## src/rtl/avg_fetch_pkg.sv

```systemverilog
// Shared types and helpers for the AVG fetch/sequencer stage.
// Word assembly here must match the byte order the decoder expects.
package avg_fetch_pkg;

    typedef enum logic [2:0] {
        ST_IDLE  = 3'd0,
        ST_RD0   = 3'd1,
        ST_RD1   = 3'd2,
        ST_CAP   = 3'd3,
        ST_VALID = 3'd4
    } fetch_state_t;

    localparam logic [15:0] START_PC_DEFAULT = 16'h0000;
    localparam logic [15:0] PC_STEP_DEFAULT  = 16'h0002;

    // Vector memory is little-endian per word; the decoder sees bytes high-first.
    function automatic logic [31:0] assemble_inst(input logic [15:0] w0, input logic [15:0] w1);
        return {w0[7:0], w0[15:8], w1[7:0], w1[15:8]};
    endfunction

endpackage

```

## src/rtl/avg_fetch_if.sv

```systemverilog
// Vector-memory read port and decoder handshake between fetch stage and its neighbours.
interface avg_fetch_if;
    logic        mem_rd;
    logic [15:0] mem_addr;
    logic [15:0] mem_rdata;
    logic [31:0] inst;
    logic        inst_valid;
    logic        inst_ready;
    logic [2:0]  dcd_pc_offset;
    logic        dcd_jmp;
    logic        dcd_jsr;
    logic        dcd_ret;
    logic        dcd_halt;
    logic [15:0] dcd_jump_addr;

    modport master (
        output mem_rd, mem_addr, inst, inst_valid,
        input  mem_rdata, inst_ready, dcd_pc_offset, dcd_jmp, dcd_jsr, dcd_ret,
               dcd_halt, dcd_jump_addr
    );

    modport slave (
        input  mem_rd, mem_addr, inst, inst_valid,
        output mem_rdata, inst_ready, dcd_pc_offset, dcd_jmp, dcd_jsr, dcd_ret,
               dcd_halt, dcd_jump_addr
    );
endinterface

```

## src/rtl/avg_ret_stack.sv

```systemverilog
// JSR return-address LIFO; the caller guards push-at-full / pop-at-empty, the
// stack also ignores them so its pointer can never leave 0..DEPTH.
module avg_ret_stack #(
    parameter int DEPTH = 4
) (
    input  logic        clk,
    input  logic        rst_n,
    input  logic        push,
    input  logic        pop,
    input  logic [15:0] push_data,
    output logic [15:0] top,
    output logic        full,
    output logic        empty
);
    localparam int AW  = $clog2(DEPTH);
    localparam int SPW = AW + 1;

    logic [15:0]    entry_r [DEPTH];
    logic [SPW-1:0] sp_r;
    logic [AW-1:0]  top_idx_s;

    assign full      = (sp_r == SPW'(DEPTH));
    assign empty     = (sp_r == SPW'(0));
    assign top_idx_s = sp_r[AW-1:0] - AW'(1);
    assign top       = entry_r[top_idx_s];

    // Stack pointer and storage update.
    always_ff @(posedge clk or negedge rst_n) begin
        if (!rst_n) begin
            sp_r <= SPW'(0);
            for (int i = 0; i < DEPTH; i++) begin
                entry_r[i] <= 16'h0000;
            end
        end else if (push && !full) begin
            entry_r[sp_r[AW-1:0]] <= push_data;
            sp_r                  <= sp_r + SPW'(1);
        end else if (pop && !empty) begin
            sp_r <= sp_r - SPW'(1);
        end else begin
            sp_r <= sp_r;
        end
    end

endmodule

```

## src/rtl/avg_fetch.sv

```systemverilog
// AVG fetch/sequencer: reads two words per instruction, hands the assembled word to
// the decoder and steps the PC (sequential/jump/JSR/RTS/halt) when it is accepted.
module avg_fetch
    import avg_fetch_pkg::*;
#(
    parameter int          STACK_DEPTH = 4,
    parameter logic [15:0] START_PC    = START_PC_DEFAULT
) (
    input  logic        clk,
    input  logic        rst_n,
    input  logic        go,
    output logic        busy,
    output logic        halted,
    output logic        stk_err,
    output logic [15:0] pc,
    avg_fetch_if.master bus
);
    fetch_state_t state_r, state_s;
    logic [15:0]  pc_r, pc_s;
    logic [15:0]  w0_r, w0_s;
    logic [31:0]  inst_r, inst_s;
    logic [15:0]  mem_addr_r, mem_addr_s;
    logic         mem_rd_r, mem_rd_s;
    logic         inst_valid_r, inst_valid_s;
    logic         busy_r, busy_s;
    logic         halted_r, halted_s;
    logic         stk_err_r, stk_err_s;
    logic         push_s, pop_s;
    logic         stk_full_s, stk_empty_s;
    logic [15:0]  stk_top_s;
    logic [15:0]  off_s, seq_pc_s, jump_pc_s, pc_step_s;

    // A zero offset would stall on the same instruction forever, so it steps one word.
    assign off_s     = (bus.dcd_pc_offset == 3'd0) ? PC_STEP_DEFAULT : {13'd0, bus.dcd_pc_offset};
    assign seq_pc_s  = pc_r + off_s;
    assign jump_pc_s = {bus.dcd_jump_addr[15:1], 1'b0};
    assign pc_step_s = pc_r + PC_STEP_DEFAULT;

    avg_ret_stack #(.DEPTH(STACK_DEPTH)) u_ret_stack (
        .clk       (clk),
        .rst_n     (rst_n),
        .push      (push_s),
        .pop       (pop_s),
        .push_data (seq_pc_s),
        .top       (stk_top_s),
        .full      (stk_full_s),
        .empty     (stk_empty_s)
    );

    // Next-state and PC/flag update; decoder controls matter only on an accept in VALID.
    always_comb begin
        state_s   = state_r;
        pc_s      = pc_r;
        w0_s      = w0_r;
        inst_s    = inst_r;
        busy_s    = busy_r;
        halted_s  = halted_r;
        stk_err_s = stk_err_r;
        push_s    = 1'b0;
        pop_s     = 1'b0;
        case (state_r)
            ST_IDLE: begin
                if (go) begin
                    pc_s      = START_PC;
                    halted_s  = 1'b0;
                    stk_err_s = 1'b0;
                    busy_s    = 1'b1;
                    state_s   = ST_RD0;
                end else begin
                    state_s = ST_IDLE;
                end
            end
            ST_RD0: state_s = ST_RD1;
            ST_RD1: begin
                w0_s    = bus.mem_rdata;
                state_s = ST_CAP;
            end
            ST_CAP: begin
                inst_s  = assemble_inst(w0_r, bus.mem_rdata);
                state_s = ST_VALID;
            end
            ST_VALID: begin
                if (!bus.inst_ready) begin
                    state_s = ST_VALID;
                end else if (bus.dcd_halt) begin
                    halted_s = 1'b1;
                    busy_s   = 1'b0;
                    state_s  = ST_IDLE;
                end else if (bus.dcd_jsr) begin
                    if (stk_full_s) begin
                        stk_err_s = 1'b1;
                        busy_s    = 1'b0;
                        state_s   = ST_IDLE;
                    end else begin
                        push_s  = 1'b1;
                        pc_s    = jump_pc_s;
                        state_s = ST_RD0;
                    end
                end else if (bus.dcd_jmp) begin
                    pc_s    = jump_pc_s;
                    state_s = ST_RD0;
                end else if (bus.dcd_ret) begin
                    if (stk_empty_s) begin
                        stk_err_s = 1'b1;
                        busy_s    = 1'b0;
                        state_s   = ST_IDLE;
                    end else begin
                        pop_s   = 1'b1;
                        pc_s    = stk_top_s;
                        state_s = ST_RD0;
                    end
                end else begin
                    pc_s    = seq_pc_s;
                    state_s = ST_RD0;
                end
            end
            default: state_s = ST_IDLE;
        endcase
    end

    // Bus outputs are registered, so they are derived from the state being entered.
    always_comb begin
        mem_rd_s     = (state_s == ST_RD0) || (state_s == ST_RD1);
        inst_valid_s = (state_s == ST_VALID);
        if (state_s == ST_RD0) begin
            mem_addr_s = {pc_s[15:1], 1'b0};
        end else if (state_s == ST_RD1) begin
            mem_addr_s = {pc_step_s[15:1], 1'b0};
        end else begin
            mem_addr_s = mem_addr_r;
        end
    end

    // State and output registers.
    always_ff @(posedge clk or negedge rst_n) begin
        if (!rst_n) begin
            state_r      <= ST_IDLE;
            pc_r         <= START_PC;
            w0_r         <= 16'h0000;
            inst_r       <= 32'h0000_0000;
            mem_addr_r   <= 16'h0000;
            mem_rd_r     <= 1'b0;
            inst_valid_r <= 1'b0;
            busy_r       <= 1'b0;
            halted_r     <= 1'b0;
            stk_err_r    <= 1'b0;
        end else begin
            state_r      <= state_s;
            pc_r         <= pc_s;
            w0_r         <= w0_s;
            inst_r       <= inst_s;
            mem_addr_r   <= mem_addr_s;
            mem_rd_r     <= mem_rd_s;
            inst_valid_r <= inst_valid_s;
            busy_r       <= busy_s;
            halted_r     <= halted_s;
            stk_err_r    <= stk_err_s;
        end
    end

    assign busy           = busy_r;
    assign halted         = halted_r;
    assign stk_err        = stk_err_r;
    assign pc             = pc_r;
    assign bus.mem_rd     = mem_rd_r;
    assign bus.mem_addr   = mem_addr_r;
    assign bus.inst       = inst_r;
    assign bus.inst_valid = inst_valid_r;

endmodule

```

## src/flat_wrapper.sv

```systemverilog
// flat-port wrapper written by rule: the top's interface ports become plain ports
module avg_fetch_flat import avg_fetch_pkg::*;
#(
    parameter int          STACK_DEPTH = 4,
    parameter logic [15:0] START_PC    = START_PC_DEFAULT
)
  (clk, rst_n, go, busy, halted, stk_err, pc, bus_mem_rd, bus_mem_addr, bus_inst, bus_inst_valid, bus_mem_rdata, bus_inst_ready, bus_dcd_pc_offset, bus_dcd_jmp, bus_dcd_jsr, bus_dcd_ret, bus_dcd_halt, bus_dcd_jump_addr);
  avg_fetch_if bus_i ();
  input  logic clk;
  input  logic rst_n;
  input  logic go;
  output logic busy;
  output logic halted;
  output logic stk_err;
  output logic [15:0] pc;
  output wire logic [$bits(bus_i.mem_rd)-1:0] bus_mem_rd;
  output wire logic [$bits(bus_i.mem_addr)-1:0] bus_mem_addr;
  output wire logic [$bits(bus_i.inst)-1:0] bus_inst;
  output wire logic [$bits(bus_i.inst_valid)-1:0] bus_inst_valid;
  input wire logic [$bits(bus_i.mem_rdata)-1:0] bus_mem_rdata;
  input wire logic [$bits(bus_i.inst_ready)-1:0] bus_inst_ready;
  input wire logic [$bits(bus_i.dcd_pc_offset)-1:0] bus_dcd_pc_offset;
  input wire logic [$bits(bus_i.dcd_jmp)-1:0] bus_dcd_jmp;
  input wire logic [$bits(bus_i.dcd_jsr)-1:0] bus_dcd_jsr;
  input wire logic [$bits(bus_i.dcd_ret)-1:0] bus_dcd_ret;
  input wire logic [$bits(bus_i.dcd_halt)-1:0] bus_dcd_halt;
  input wire logic [$bits(bus_i.dcd_jump_addr)-1:0] bus_dcd_jump_addr;
  assign bus_mem_rd = bus_i.mem_rd;
  assign bus_mem_addr = bus_i.mem_addr;
  assign bus_inst = bus_i.inst;
  assign bus_inst_valid = bus_i.inst_valid;
  assign bus_i.mem_rdata = bus_mem_rdata;
  assign bus_i.inst_ready = bus_inst_ready;
  assign bus_i.dcd_pc_offset = bus_dcd_pc_offset;
  assign bus_i.dcd_jmp = bus_dcd_jmp;
  assign bus_i.dcd_jsr = bus_dcd_jsr;
  assign bus_i.dcd_ret = bus_dcd_ret;
  assign bus_i.dcd_halt = bus_dcd_halt;
  assign bus_i.dcd_jump_addr = bus_dcd_jump_addr;
  avg_fetch #(.STACK_DEPTH(STACK_DEPTH), .START_PC(START_PC)) u_core (.clk(clk), .rst_n(rst_n), .go(go), .busy(busy), .halted(halted), .stk_err(stk_err), .pc(pc), .bus(bus_i));
endmodule
```

## config.mk

```make
export PLATFORM = sky130hd
export DESIGN_NAME = avg_fetch_flat
export DESIGN_NICKNAME = d
export VERILOG_FILES = /design/src/rtl/avg_fetch_pkg.sv /design/src/rtl/avg_fetch_if.sv /design/src/rtl/avg_ret_stack.sv /design/src/rtl/avg_fetch.sv /design/src/flat_wrapper.sv
export SDC_FILE = /design/constraint.sdc
export NUM_CORES = 1
export LEC_CHECK = 0
export BUFFER_PORTS_ARGS = -buffer_cell sky130_fd_sc_hd__buf_2
export CAP_MARGIN = 20
export CORE_ASPECT_RATIO = 0.75
export CORE_MARGIN = 2
export CORE_UTILIZATION = 55
export CTS_CLUSTER_DIAMETER = 100
export CTS_CLUSTER_SIZE = 10
export DETAILED_ROUTE_END_ITERATION = 8
export PLACE_DENSITY_LB_ADDON = 0.05
export SYNTH_ARGS = -nofsm -noshare
export SYNTH_HDL_FRONTEND = slang
export SYNTH_SLANG_ARGS = --single-unit
```

## constraint.sdc

```tcl
create_clock -name clk -period 3 [get_ports clk]
set_clock_uncertainty 0.15 [all_clocks]
set_input_delay 0.45 -clock clk [delete_from_list [all_inputs] [get_ports clk]]
set_output_delay 0.45 -clock clk [all_outputs]
set_load 0.05 [all_outputs]
```

; After elaboration in Yosys (flattened, before gate mapping)
; Cells that the tools add are included.
[word_totals]
inputBits = 43
register_bits = 155
[op_classes]
n_lt_le_gt_ge = 3
n_mux = 62
bitwise_logic = 2
add_sub_neg = 5
n_eq_ne = 22
reduce_logical = 16
[op_table]
columns = op, count
row1 = 16-bit 2-to-1 mux, 13
row2 = 64-bit bitwise mux, 1
row3 = 1-bit 2-to-1 mux, 34
row4 = 16-bit binary-select mux with 2-bit select, 1
row5 = 16-bit demux with 2-bit select, 1
row6 = 16-bit case mux with 2 select lines, 1
row7 = 3-bit 2-to-1 mux, 7
row8 = 16-bit adder, 1
row9 = 16-bit by 2-bit adder with 16-bit output (second input constant), 1
row10 = 4-bit != test (second input constant), 4
row11 = 3-bit != test (second input constant), 5
row12 = 3-bit case mux with 5 select lines, 1
row13 = 3-bit by 2-bit == test with 1-bit output (second input constant), 3
row14 = 3-bit == test (second input constant), 3
row15 = 3-bit logical NOT, 3
row16 = 2-bit != test (second input constant), 4
row17 = 8-bit AND reduction, 1
row18 = 7-bit AND reduction, 1
row19 = 3-bit by 1-bit == test with 1-bit output (second input constant), 2
row20 = 3-bit >= comparator (second input constant), 2
row21 = 2-bit inverter with 3-bit output, 2
row22 = 1-bit case mux with 2 select lines, 3
row23 = 6-bit AND reduction, 1
row24 = 2-bit nonzero test, 3
row25 = 9 further kinds, 12

; Depth between registers and ports, before layout
; Gate-level depths: netlist of run 1.
[logic_depth]
ltp_word = 13
mapped_depth = 11
depth_no_buf = 9

; Hierarchy
; Synthesis of run 1 repeated with hierarchy kept, for this count alone.
[unflattened]
hier_cells = 631
area_unflattened_um2 = 7862.5
[by_module_without_submodules]
columns = mod, area_each_um2, n_inst, cells_each
row1 = avg_fetch, 4658.2, 1, 445
row2 = avg_ret_stack, 3204.3, 1, 186

; Least setup slack after synthesis of run 1
; OpenSTA, ideal clock, no wires.
[synth_timing]
kind = reg-to-reg
from = register u_core.u_ret_stack.sp_r[0]
to = register u_core.pc_r[2] (netlist: u_core.pc[2])
n_path_buf = 4
period_less_slack_ns = 2.766
required_time_ns = 2.707
path_slack_ns = 0.234
t_arrival_ns = 2.472
path_stages_with_launch = 12
cell_sequence = dfrtp_1 > buf_6 > buf_6 > inv_1 > ha_1 > buf_2 > buf_2 > mux4_1 > or3_1 > a21o_1 > o2111ai_1 > o221ai_1
[synth_between]
elab_chain_len = 12
[synth_rtl]
columns = element, line
row1 = start: declaration, avg_ret_stack.sv:19  ; logic [SPW-1:0] sp_r;
row2 = start signal: assignment, avg_ret_stack.sv:36  ; sp_r <= sp_r + SPW'(1);
row3 = start signal: assignment, avg_ret_stack.sv:38  ; sp_r <= sp_r - SPW'(1);
row4 = start signal: assignment, avg_ret_stack.sv:40  ; sp_r <= sp_r;
row5 = 2-bit by 1-bit subtractor with 2-bit output, avg_ret_stack.sv:24  ; assign top_idx_s = sp_r[AW-1:0] - AW'(1);
row6 = named net u_core.u_ret_stack.top_idx_s[0], avg_ret_stack.sv:20  ; logic [AW-1:0] top_idx_s;
row7 = 2-bit inverter with 3-bit output (not written as such), avg_ret_stack.sv:25  ; assign top = entry_r[top_idx_s];
row8 = 16-bit binary-select mux with 2-bit select, avg_ret_stack.sv:25
row9 = 16-bit 2-to-1 mux (not written as such) (2 in a row), avg_ret_stack.sv:25
row10 = 16-bit 2-to-1 mux, avg_fetch.sv:103  ; if (stk_empty_s) begin
row11 = 16-bit 2-to-1 mux, avg_fetch.sv:102  ; end else if (bus.dcd_ret) begin
row12 = 16-bit 2-to-1 mux, avg_fetch.sv:99  ; end else if (bus.dcd_jmp) begin
row13 = 16-bit 2-to-1 mux, avg_fetch.sv:89  ; end else if (bus.dcd_jsr) begin
row14 = 16-bit 2-to-1 mux, avg_fetch.sv:85  ; end else if (bus.dcd_halt) begin
row15 = 16-bit 2-to-1 mux, avg_fetch.sv:83  ; if (!bus.inst_ready) begin
row16 = 16-bit case mux with 2 select lines, avg_fetch.sv:61  ; case (state_r)
row17 = named net u_core.pc_s[2], avg_fetch.sv:19  ; logic [15:0] pc_r, pc_s;
row18 = end signal: assignment, avg_fetch.sv:149  ; pc_r <= pc_s;
row19 = end: declaration, avg_fetch.sv:19
; The timed path passes the listed nets, and every way through them passes these cells. The select of a mux whose other input is x is not followed.
; A chain may end at the register's enable or synchronous reset.

; Worst setup path after layout of run 1
[layout_timing]
from = register u_core.u_ret_stack.sp_r[1]
to = register u_core.mem_addr_r[15] (netlist: u_core.bus.mem_addr[15])
[layout_between]
elab_chain_len = 13
[layout_rtl]
columns = element, line
row1 = 2-bit by 1-bit subtractor with 2-bit output, avg_ret_stack.sv:24
row2 = 2-bit inverter with 3-bit output (not written as such), avg_ret_stack.sv:25
row3 = 16-bit binary-select mux with 2-bit select, avg_ret_stack.sv:25
row4 = 16-bit 2-to-1 mux (not written as such) (2 in a row), avg_ret_stack.sv:25
row5 = 16-bit 2-to-1 mux, avg_fetch.sv:103
row6 = 16-bit 2-to-1 mux, avg_fetch.sv:102
row7 = 16-bit 2-to-1 mux, avg_fetch.sv:99
row8 = 16-bit 2-to-1 mux, avg_fetch.sv:89
row9 = 16-bit 2-to-1 mux, avg_fetch.sv:85
row10 = 16-bit 2-to-1 mux, avg_fetch.sv:83
row11 = 16-bit case mux with 2 select lines, avg_fetch.sv:61
row12 = 16-bit 2-to-1 mux, avg_fetch.sv:125  ; if (state_s == ST_RD0) begin
row13 = end signal: assignment, avg_fetch.sv:152  ; mem_addr_r <= mem_addr_s;
row14 = end: declaration, avg_fetch.sv:22  ; logic [15:0] mem_addr_r, mem_addr_s;
; Parallel ways exist; a longest one is shown, timed or not. The select of a mux whose other input is x is not followed.

==> results of run 1 <==
==> power by group <==
part | internal [W] | total, W | switching, W
registers | 0.00268 | 0.00312 | 0.000449
logic | 0.00145 | 0.00427 | 0.00281
clock network | 0.00125 | 0.00215 | 0.000891
total | 0.00538 | 0.00954 | 0.00415
==> sequential cells by signal (all words and copies together) (netlist names) <==
register and cells:
u_core.bus.inst 32, u_core.bus.inst_valid 1, u_core.bus.mem_addr 15, u_core.bus.mem_rd 1, u_core.busy 1, u_core.halted 1, u_core.pc 16, u_core.state_r 3
u_core.stk_err 1, u_core.u_ret_stack.entry_r 64, u_core.u_ret_stack.sp_r 3, u_core.w0_r 16
==> stage by stage <==
step           std cells  hold slack [ns]  utilization (%)
6_report            1072            0.113             65.2
5_1_grt             1072            0.108             65.2
4_1_cts             1072            0.105             65.2
3_5_place_dp        1040            0.315             61.1
3_3_place_gp        1040            0.306             61.1
2_1_floorplan        764          0.00441                -
==> final cells by class <==
| type | instances | area share [%] |
|---|---|---|
| well taps | 200 | 2.66 |
| clock inverters | 12 | 1.49 |
| flip-flops and latches | 154 | 41.0 |
| multi-input cells | 534 | 41.0 |
| inverters | 15 | 0.599 |
| repair buffers | 138 | 8.48 |
| clock buffers | 19 | 4.71 |
==> cells in the mapped netlist, types with 3 or more instances <==
library cell / number / share of area, %
mux4_1: 5 / 1.6
inv_1: 15 / 0.70
o211ai_1: 8 / 0.75
a21o_1: 6 / 0.56
mux2i_1: 8 / 0.99
buf_2: 22 / 1.4
or2_2: 4 / 0.31
buf_4: 5 / 0.47
xor2_1: 14 / 1.5
nand3_1: 9 / 0.56
nor3_1: 7 / 0.43
a211o_1: 4 / 0.43
nand2b_1: 6 / 0.47
nor2_1: 32 / 1.5
buf_6: 4 / 0.56
or4bb_1: 3 / 0.42
nor2b_1: 3 / 0.23
ha_1: 8 / 1.2
a221o_1: 6 / 0.75
and4_1: 3 / 0.33
nor3b_1: 3 / 0.28
nor4_1: 3 / 0.23
o21a_1: 3 / 0.28
o31ai_1: 6 / 0.56
o21ai_0: 71 / 4.4
nand2_1: 105 / 4.9
a22o_1: 3 / 0.33
a21oi_1: 35 / 2.2
mux2_2: 56 / 7.8
xnor2_1: 9 / 0.98
mux4_2: 10 / 2.8
a22oi_1: 3 / 0.28
a31oi_1: 9 / 0.70
o21ai_1: 3 / 0.19
dfrtp_1: 154 / 48
or4_1: 3 / 0.28
o211a_1: 4 / 0.50
o311ai_0: 5 / 0.54
and2_1: 7 / 0.54
a221oi_1: 8 / 0.87
a211oi_1: 14 / 1.3
nand4_1: 5 / 0.39
clkbuf_1: 28 / 1.3
==> final timing paths <==
check,start,endpoint,slack (ns),depth (start not counted)
max reg2reg,u_core.u_ret_stack.sp_r[1]$_DFFE_PN0P_,u_core.bus.mem_addr[15]$_DFFE_PN0P_,0.18,8
max in group asynchronous,rst_n,u_core.bus.inst[0]$_DFFE_PN0P_,1.47,3
min in group asynchronous,rst_n,u_core.bus.inst[12]$_DFFE_PN0P_,0.44,2
min reg2reg,u_core.u_ret_stack.entry_r[33]$_DFFE_PN0P_,u_core.u_ret_stack.entry_r[33]$_DFFE_PN0P_,0.33,2
min,bus_mem_rdata[11],u_core.bus.inst[3]$_DFFE_PN0P_,0.11,2
max,u_core.u_ret_stack.sp_r[1]$_DFFE_PN0P_,u_core.bus.mem_addr[15]$_DFFE_PN0P_,0.18,8
==> per-layer routing <==
layer | part of all wire, % | up-vias
li1 | - | 2971
met1 | 48 | 3171
met2 | 44 | 241
met3 | 7.0 | 29
met4 | 1.5 | 0
met5 | 0 | -
==> logic make-up (layout without fill, tap and decap cells) <==
logic type	count (synthesis)	count (layout)	synth area share, %
AOI/OAI and AO/OA	213	213	17.7
xor gates and xnor gates	23	23	2.50
adders and majority gates	10	10	1.74
buffers and inverters	76	184	4.49
DFF	154	154	47.8
muxes	79	79	13.2
other	1	1	0.0465
and+or+nand+nor	208	208	12.5
==> timing repair <==
action / 4_1_cts / 5_1_grt
hold buffers: 1 / 0
resized for setup: 0 / 1
hold endpoints to repair: 59 / 0
setup endpoints to repair: 0 / 1
==> cells in the final DEF (no fill, tap or decap), drive strengths merged, types with 5 or more instances in the layout <==
cell type	n
a211o	5
a211oi	14
a21o	6
a21oi	35
a221o	7
a221oi	8
a31oi	9
and2	7
buf	137
clkbuf	19
dfrtp	154
ha	8
inv	19
mux2	56
mux2i	8
mux4	15
nand2	105
nand2b	6
nand3	9
nand4	6
nor2	32
nor3	9
o211ai	9
o21ai	75
o311ai	7
o31ai	6
xnor2	9
xor2	14
==> metrics.cfg, run 1 <==
[status]
outcome=completed

[sta]
drv_slew=0
fin_crit_sh_pct=93.9
tightestPinTransition_ns=0.762
setup_violations=0
layout_min_cycle_time_ns=2.82
fin_ws_ns=0.184
max_freq_mhz=355
grt_setup_unrepaired=false
relSlewSlack_pct=49.1
finalHoldViolCount=0
finalSetupTns_ns=0

[worst_setup_path]
cp_slowest_cell=ha_1
crit_fanout=12
max_stage_delay_ns=0.52
cp_cell_sequence=inv_1, ha_1, buf_12, mux4_1, o311ai_1, a221oi_1, a22oi_1, a31oi_1
path_delay_family=compound AO/OA/AOI/OAI gates
arrival_ns=2.95
cp-end-kind=register
path_buf_inv=2
critical_path_required_ns=3.14
cp-start-kind=register
crit_type=register to register

[yosys]
synth_edf_count=0
async_reset_ff_share_pct=100
synth_cells=764
synth_nets=817
ys_warn_count=0
ys_ff_latch=154
syn-cell-area_mm2=0.00806
synth.avg_cell_area_um2=10.6
synth_flop_cell=dfrtp_1
ys_seq_area_share_pct=47.8
ys_types=76

[clock_network]
cts_tree=done
clk_latency_ns=0.43
cts-root-buf=clkbuf_16
cts_setup_buffers=0
clockBufferDepth=2
cts_sinks=154
path_clk_slew_ns=0.07
cts_inserted_buffers=17
h-tree-depth=4

[grt]
grt_use_met3_pct=6.37
grt_use_total_pct=27.7
grt_max_degree=63
antenna_found_initial=0
met1_usage_pct=41.1
grt_busiest_layer=met1
overflow=0
grt.met2_usage_pct=40.2
grt_pass1_wl_um=33000
grt_pass1_vias=6127

[cells_and_area]
fillers=1123
n_antenna_cell=0
drive_above_1_share_pct=29.2
syn_to_final_growth_pct=16.6
multi_input_area_mm2=0.00386
regArea_mm2=0.00385
nNetsFinal=913
stdcell_area_mm2=0.00940

[floorplanning]
start_util_pct=56.0
die_width_um=144
num_io_pins=112
die_area_mm2=0.0157
core_mm2=0.0144
fp.dieH_um=109
num_rows=38

[flow_run]
max-cap-violations=0

[place]
dp_hpwl_um=14700
dpl_cell_area_mm2=0.00880
gp_congestion=0.900
io_buffer_count=109
dp_slack_ns=0.0727

[detailed_routing]
ant_nets=0
avgRoutedWirePerCell_um=19.4
vias=6412
drt-initial-drc-count=481
dr.pass1.iters=5
vias_per_cell=5.98
totalWireLength_um=20700
drc=0

[power]
p_total_w=0.00954
ir_worst_vdd_v=0.000725
powerDensity_mw_per_mm2=1010
p_leak_nw=4.27

[min_path]
hp-class=input port to register

Note: power is estimated with default switching activity, not from simulation.
==> run 2, diff against run 1 <==
CAP_MARGIN = 15   (was 20)
GPL_TIMING_DRIVEN = 0   (was not set)
==> run 2 against run 1 <==
  * Cell count is 4.0% higher
  * Die area unchanged
  * Maximum frequency decreased by 3.1%
  * Global-route usage rose by 3.2 points
  * Critical path type unchanged
  * Critical endpoint is now u_core.bus.mem_addr[4]$_DFFE_PN0P_
  * Largest power group unchanged
==> metrics.cfg, run 2 (same netlist as run 1, synthesis figures left out) <==
[cells_and_area]
top_register=u_core.u_ret_stack.entry_r
nNetsFinal=955  ; +4.6%
n_antenna_cell=0  ; unchanged
fin_cells=1115  ; +4.0%
largest_register_ffs=64  ; unchanged
fillers=1138  ; +1.3%
multi_input_area_mm2=0.00389  ; +0.88%
final_common_cell=dfrtp_1
syn_to_final_growth_pct=19.7
regArea_mm2=0.00385  ; about the same
final_cell_mix=153 x dfrtp_1, 126 x buf_2, 105 x nand2_1
drive_above_1_share_pct=30.2  ; +0.92 points

[sta]
hold_ws_ns=0.113  ; +0.000727 ns
drv_slew=0  ; unchanged
grt_setup_unrepaired=false
fin_ws_ns=0.0930  ; -0.0909 ns
setup_violations=0  ; unchanged
finalSetupTns_ns=0  ; unchanged
layout_min_cycle_time_ns=2.91  ; +0.0909 ns
finalHoldViolCount=0  ; unchanged
relSlewSlack_pct=19.6  ; -30 points
fin_crit_sh_pct=96.9  ; +3.0 points
max_freq_mhz=344  ; -3.1%
tightestPinTransition_ns=1.20  ; +0.442 ns

[place]
dp_hpwl_um=16800  ; +14%
dp_slack_ns=-0.452  ; -0.525 ns
gp_congestion=0.930  ; +3.4%
dp.cells=1073  ; +3.2%
io_buffer_count=108  ; -0.92%

[worst_setup_path]
cp-end-kind=register
cp-start-kind=register
crit_type=register to register
crit_fanout=6  ; -6
critical_path_required_ns=3.17  ; +0.03 ns
arrival_ns=3.08  ; +0.13 ns

[floorplanning]
die_area_mm2=0.0157  ; unchanged
core_mm2=0.0144  ; unchanged
start_util_pct=56.0  ; unchanged
fp.dieH_um=109  ; unchanged
num_rows=38  ; unchanged
num_io_pins=112  ; unchanged
die_width_um=144  ; unchanged

[grt]
grt_use_total_pct=30.8  ; +3.2 points
grt_pass1_wl_um=35800  ; +8.5%
grt_max_degree=108  ; +71%
overflow=0  ; unchanged
grt_pass1_vias=6531  ; +6.6%
antenna_found_initial=0  ; unchanged

[detailed_routing]
wl_met3_um=2060  ; +42%
top_layer=met4
wl_met1_um=10500  ; +6.5%
vias=6784  ; +5.8%
vias_per_cell=6.08  ; +1.7%
ant_nets=0  ; unchanged
drt-initial-drc-count=611  ; +27%
dr.pass1.iters=5  ; unchanged
avgRoutedWirePerCell_um=20.9  ; +7.8%
totalWireLength_um=23300  ; +12%
wl_met2_um=10200  ; +12%
drc=0  ; unchanged

[clock_network]
cts_inserted_buffers=17  ; unchanged
cts_tree=done
cts_sinks=154  ; unchanged
clockBufferDepth=2  ; unchanged
clk_latency_ns=0.43  ; about the same
h-tree-depth=4  ; unchanged
cts-root-buf=clkbuf_16
path_clk_slew_ns=0.07  ; about the same

[power]
p_leak_nw=4.36  ; +2.3%
powerDensity_mw_per_mm2=1020  ; +0.62%
ir_worst_vdd_v=0.000846  ; +17%

[status]
outcome=completed

[min_path]
hp-class=input port to register

[flow_run]
max-cap-violations=0  ; unchanged

[run 2: metal layers]
layer  vias up  global-route usage (%)
met5         -                       0
met4         0                    12.0
met3        45                    6.41
met2       350                    45.2
met1      3325                    45.2
li1       3064                       -
[run 2: power breakdown]
part	leakage, nW	internal [W]	switching [W]	total, W
clock	0.297	0.00129	0.000923	0.00222
combinational	2.06	0.00157	0.00308	0.00465
sequential	2.01	0.00268	0.000313	0.00299
total	4.36	0.00554	0.00431	0.00986
[run 2: what timing repair did]
| action | 4_1_cts | 5_1_grt |
|---|---|---|
| setup endpoints to repair | 26 | 16 |
| hold buffers | 1 | 0 |
| endpoints found under the hold margin | 47 | 0 |
| buffers inserted | 1 | 8 |
| gates resized for setup | 10 | 12 |
[run 2: critical path, cell delays in order (launching register included)]
cell	delay [ns]
dfrtp_1	0.48
inv_1	0.16
fa_1	0.47
nor2b_1	0.34
o21ai_0	0.18
xor2_1	0.45
o211ai_1	0.27
a31o_2	0.30
[run 2: area by class of cell]
class,instances,share of cell area (%)
multi-input cells,534,40.3
flip-flops and latches,154,39.9
repair buffers,119,6.75
clock buffers,19,4.69
plain buffers,61,3.49
well taps,200,2.59
clock inverters,13,1.62
inverters,15,0.622
[run 2: final timing paths]
check                                                            from                                          to  slack (ns)  depth (start not counted)
setup / recovery                               u_core.pc[1]$_DFF_PN0_          u_core.bus.mem_addr[4]$_DFFE_PN0P_        0.09                          7
hold / removal                                       bus_mem_rdata[0]                  u_core.w0_r[0]$_DFFE_PN0N_        0.11                          2
setup reg to reg                               u_core.pc[1]$_DFF_PN0_          u_core.bus.mem_addr[4]$_DFFE_PN0P_        0.09                          7
hold reg to reg            u_core.u_ret_stack.entry_r[24]$_DFFE_PN0P_  u_core.u_ret_stack.entry_r[24]$_DFFE_PN0P_        0.33                          2
max in group asynchronous                                       rst_n  u_core.u_ret_stack.entry_r[48]$_DFFE_PN0P_        1.43                          3
min in group asynchronous                                       rst_n             u_core.bus.inst[26]$_DFFE_PN0P_        0.37                          2
[run 2: through the flow]
stage,total power [W],instance area (um^2),utilization [%]
2_1_floorplan,0.00629,8060,-
3_3_place_gp,0.00733,8850,61.4
3_5_place_dp,0.00745,8890,61.7
4_1_cts,0.00975,9540,66.2
5_1_grt,0.0103,9650,67.0
6_report,0.00986,9650,67.0
==> run 3, diff against run 2 <==
CORE_ASPECT_RATIO = 1.75   (was 0.75)
SETUP_SLACK_MARGIN = 0.2   (was not set)
==> run 3 against run 2 <==
  * Critical endpoint is now u_core.u_ret_stack.sp_r[2]$_DFFE_PN0P_
  * Setup slack gained 0.12 ns
  * Die area rose by 0.18%
  * Maximum frequency rose by 4.4%
  * Highest routed layer unchanged
  * Largest cell class unchanged
  * Critical path type unchanged
  * Design area is 0.31% higher
  * Core utilization increased by 0.38 points
  * Clock power fell by 5%
  * Cell count is 1.4% lower
  * Sequential cell count stayed put
  * Sequential power hardly changed
==> metrics.cfg, run 3 (same netlist as run 1, synthesis figures left out) <==
[floorplanning]
start_util_pct=56.1  ; +0.15 points
num_io_pins=112  ; unchanged
num_rows=58  ; +53%
fp.dieH_um=164  ; +51%
die_width_um=95.5  ; -34%
die_area_mm2=0.0157  ; +0.18%
core_mm2=0.0144  ; -0.26%

[clock_network]
h-tree-depth=4  ; unchanged
clk_latency_ns=0.43  ; about the same
cts_tree=done
cts_inserted_buffers=17  ; unchanged
cts-root-buf=clkbuf_16
clockBufferDepth=2  ; unchanged
cts_sinks=154  ; unchanged
path_clk_slew_ns=0.07  ; about the same

[worst_setup_path]
startpoint=u_core.u_ret_stack.sp_r[0]$_DFFE_PN0P_
crit_type=register to register
arrival_ns=2.98  ; -0.10 ns
critical_path_required_ns=3.20  ; +0.03 ns
crit_fanout=6  ; unchanged
endpoint=u_core.u_ret_stack.sp_r[2]$_DFFE_PN0P_
timing.rr.start=u_core.u_ret_stack.sp_r[0]$_DFFE_PN0P_
cp-end-kind=register
reg2reg_depth=11  ; +4
cp-start-kind=register
r2r_setup_slack_ns=0.22  ; +0.12 ns
r2r_end=u_core.u_ret_stack.sp_r[2]$_DFFE_PN0P_

[grt]
antenna_found_initial=0  ; unchanged
grt_pass1_wl_um=37900  ; +6.1%
grt_pass1_vias=7098  ; +8.7%
overflow=0  ; unchanged
grt_max_degree=87  ; -19%
grt_use_total_pct=32.5  ; +1.7 points

[detailed_routing]
drc=0  ; unchanged
drt-initial-drc-count=469  ; -23%
ant_nets=0  ; unchanged
totalWireLength_um=24700  ; +6.3%
avgRoutedWirePerCell_um=22.5  ; +7.8%
dr.pass1.iters=5  ; unchanged
vias=6901  ; +1.7%
vias_per_cell=6.28  ; +3.2%

[sta]
fin_crit_sh_pct=92.8  ; -4.1 points
finalHoldViolCount=0  ; unchanged
setup_violations=0  ; unchanged
drv_slew=0  ; unchanged
relSlewSlack_pct=42.6  ; +23 points
max_freq_mhz=359  ; +4.4%
tightestPinTransition_ns=0.859  ; -0.345 ns
grt_setup_unrepaired=false
layout_min_cycle_time_ns=2.78  ; -0.123 ns
hold_ws_ns=0.112  ; -0.000845 ns

[status]
outcome=completed

[cells_and_area]
final_common_cell=dfrtp_1
nNetsFinal=959  ; +0.42%
n_antenna_cell=0  ; unchanged
drive_above_1_share_pct=31.0  ; +0.85 points
top_register=u_core.u_ret_stack.entry_r
final_cell_mix=153 x dfrtp_1, 127 x buf_2, 105 x nand2_1
syn_to_final_growth_pct=20.1
fillers=1172  ; +3.0%
largest_register_ffs=64  ; unchanged
fin_cells=1099  ; -1.4%

[flow_run]
max-cap-violations=0  ; unchanged

[place]
dp.cells=1053  ; -1.9%
dp_hpwl_um=18200  ; +8.9%
io_buffer_count=108  ; unchanged
gp_congestion=0.941  ; +1.2%

[power]
powerDensity_mw_per_mm2=1030  ; +0.75%
p_leak_nw=4.39  ; +0.64%
ir_worst_vdd_v=0.000862  ; +2.0%

[min_path]
holdPathStages=2  ; unchanged
hp-class=input port to register

run 3: cell types whose count changed in the layout (fill, tap and decap cells not counted), moves of 2 or more:
| cell | change |
|---|---|
| clkbuf_8 | -2 |
| buf_4 | +3 |
| o311ai_2 | +2 |
| inv_8 | +2 |
| clkinvlp_4 | -2 |
| o311ai_1 | -2 |
| inv_6 | +2 |
| bufinv_16 | -2 |
| clkinv_8 | +2 |
| clkinv_2 | -2 |
run 3: worst max-delay path, stage by stage (launching register included):
cell        delay [ns]
dfrtp_2           0.39
buf_8             0.13
buf_12            0.11
clkinvlp_4        0.10
ha_4              0.21
a21bo_4           0.26
nor3_4            0.23
inv_1             0.09
fa_1              0.38
mux2_2            0.28
nor2_1            0.16
xor2_1            0.20
run 3: per-stage QoR:
step	setup WS (ns)	total power, W	setup TNS [ns]	utilization (%)	instance area, um^2
finish	0.216	0.00996	0	67.4	9680
global route	0.155	0.0104	0	67.4	9680
CTS	0.205	0.00981	0	66.4	9530
detailed placement	-0.670	0.00752	-5.56	61.7	8860
global placement	-0.787	0.00738	-122.20	61.4	8830
floorplan	0.234	0.00629	0	-	8060
run 3: power breakdown:
group	switching, W	internal, W	total (W)
clock	0.00101	0.00112	0.00212
sequential	0.000328	0.00268	0.00300
combinational	0.00318	0.00165	0.00483
run 3: layout make-up:
class,instances,area (um^2),share of cell area (%)
multi-input cells,534,3940,40.7
flip-flops and latches,154,3850,39.8
repair buffers,123,679,7.02
clock buffers,18,429,4.43
plain buffers,61,345,3.57
well taps,180,225,2.33
clock inverters,14,153,1.58
inverters,15,60.1,0.620
run 3: layer usage:
metal  share of wire [%]  track usage (%)  vias to the layer above
met5                   0                0                        -
met4                 5.8             20.0                        0
met3                 5.9             5.28                       94
met2                  53             57.6                      352
met1                  35             35.2                     3402
li1                    -                -                     3053
run 3: what timing repair did:
item | CTS | global route
hold endpoints to repair | 68 | 0
gates resized for setup | 15 | 17
pin swaps | 0 | 5
buffers inserted | 4 | 8
endpoints found under the setup margin | 82 | 12
hold buffers | 1 | 0
run 3: worst min-delay path by stage:
stage,startpoint,to
after global placement,u_core.u_ret_stack.entry_r[63]$_DFFE_PN0P_,u_core.u_ret_stack.entry_r[63]$_DFFE_PN0P_
final,bus_mem_rdata[15],u_core.w0_r[15]$_DFFE_PN0N_
after floorplan,rst_n,u_core.bus.inst[0]$_DFFE_PN0P_
after global routing,bus_mem_rdata[3],u_core.bus.inst[11]$_DFFE_PN0P_
after detailed placement,u_core.busy$_DFFE_PN0P_,u_core.busy$_DFFE_PN0P_
after CTS,bus_mem_rdata[15],u_core.w0_r[15]$_DFFE_PN0N_
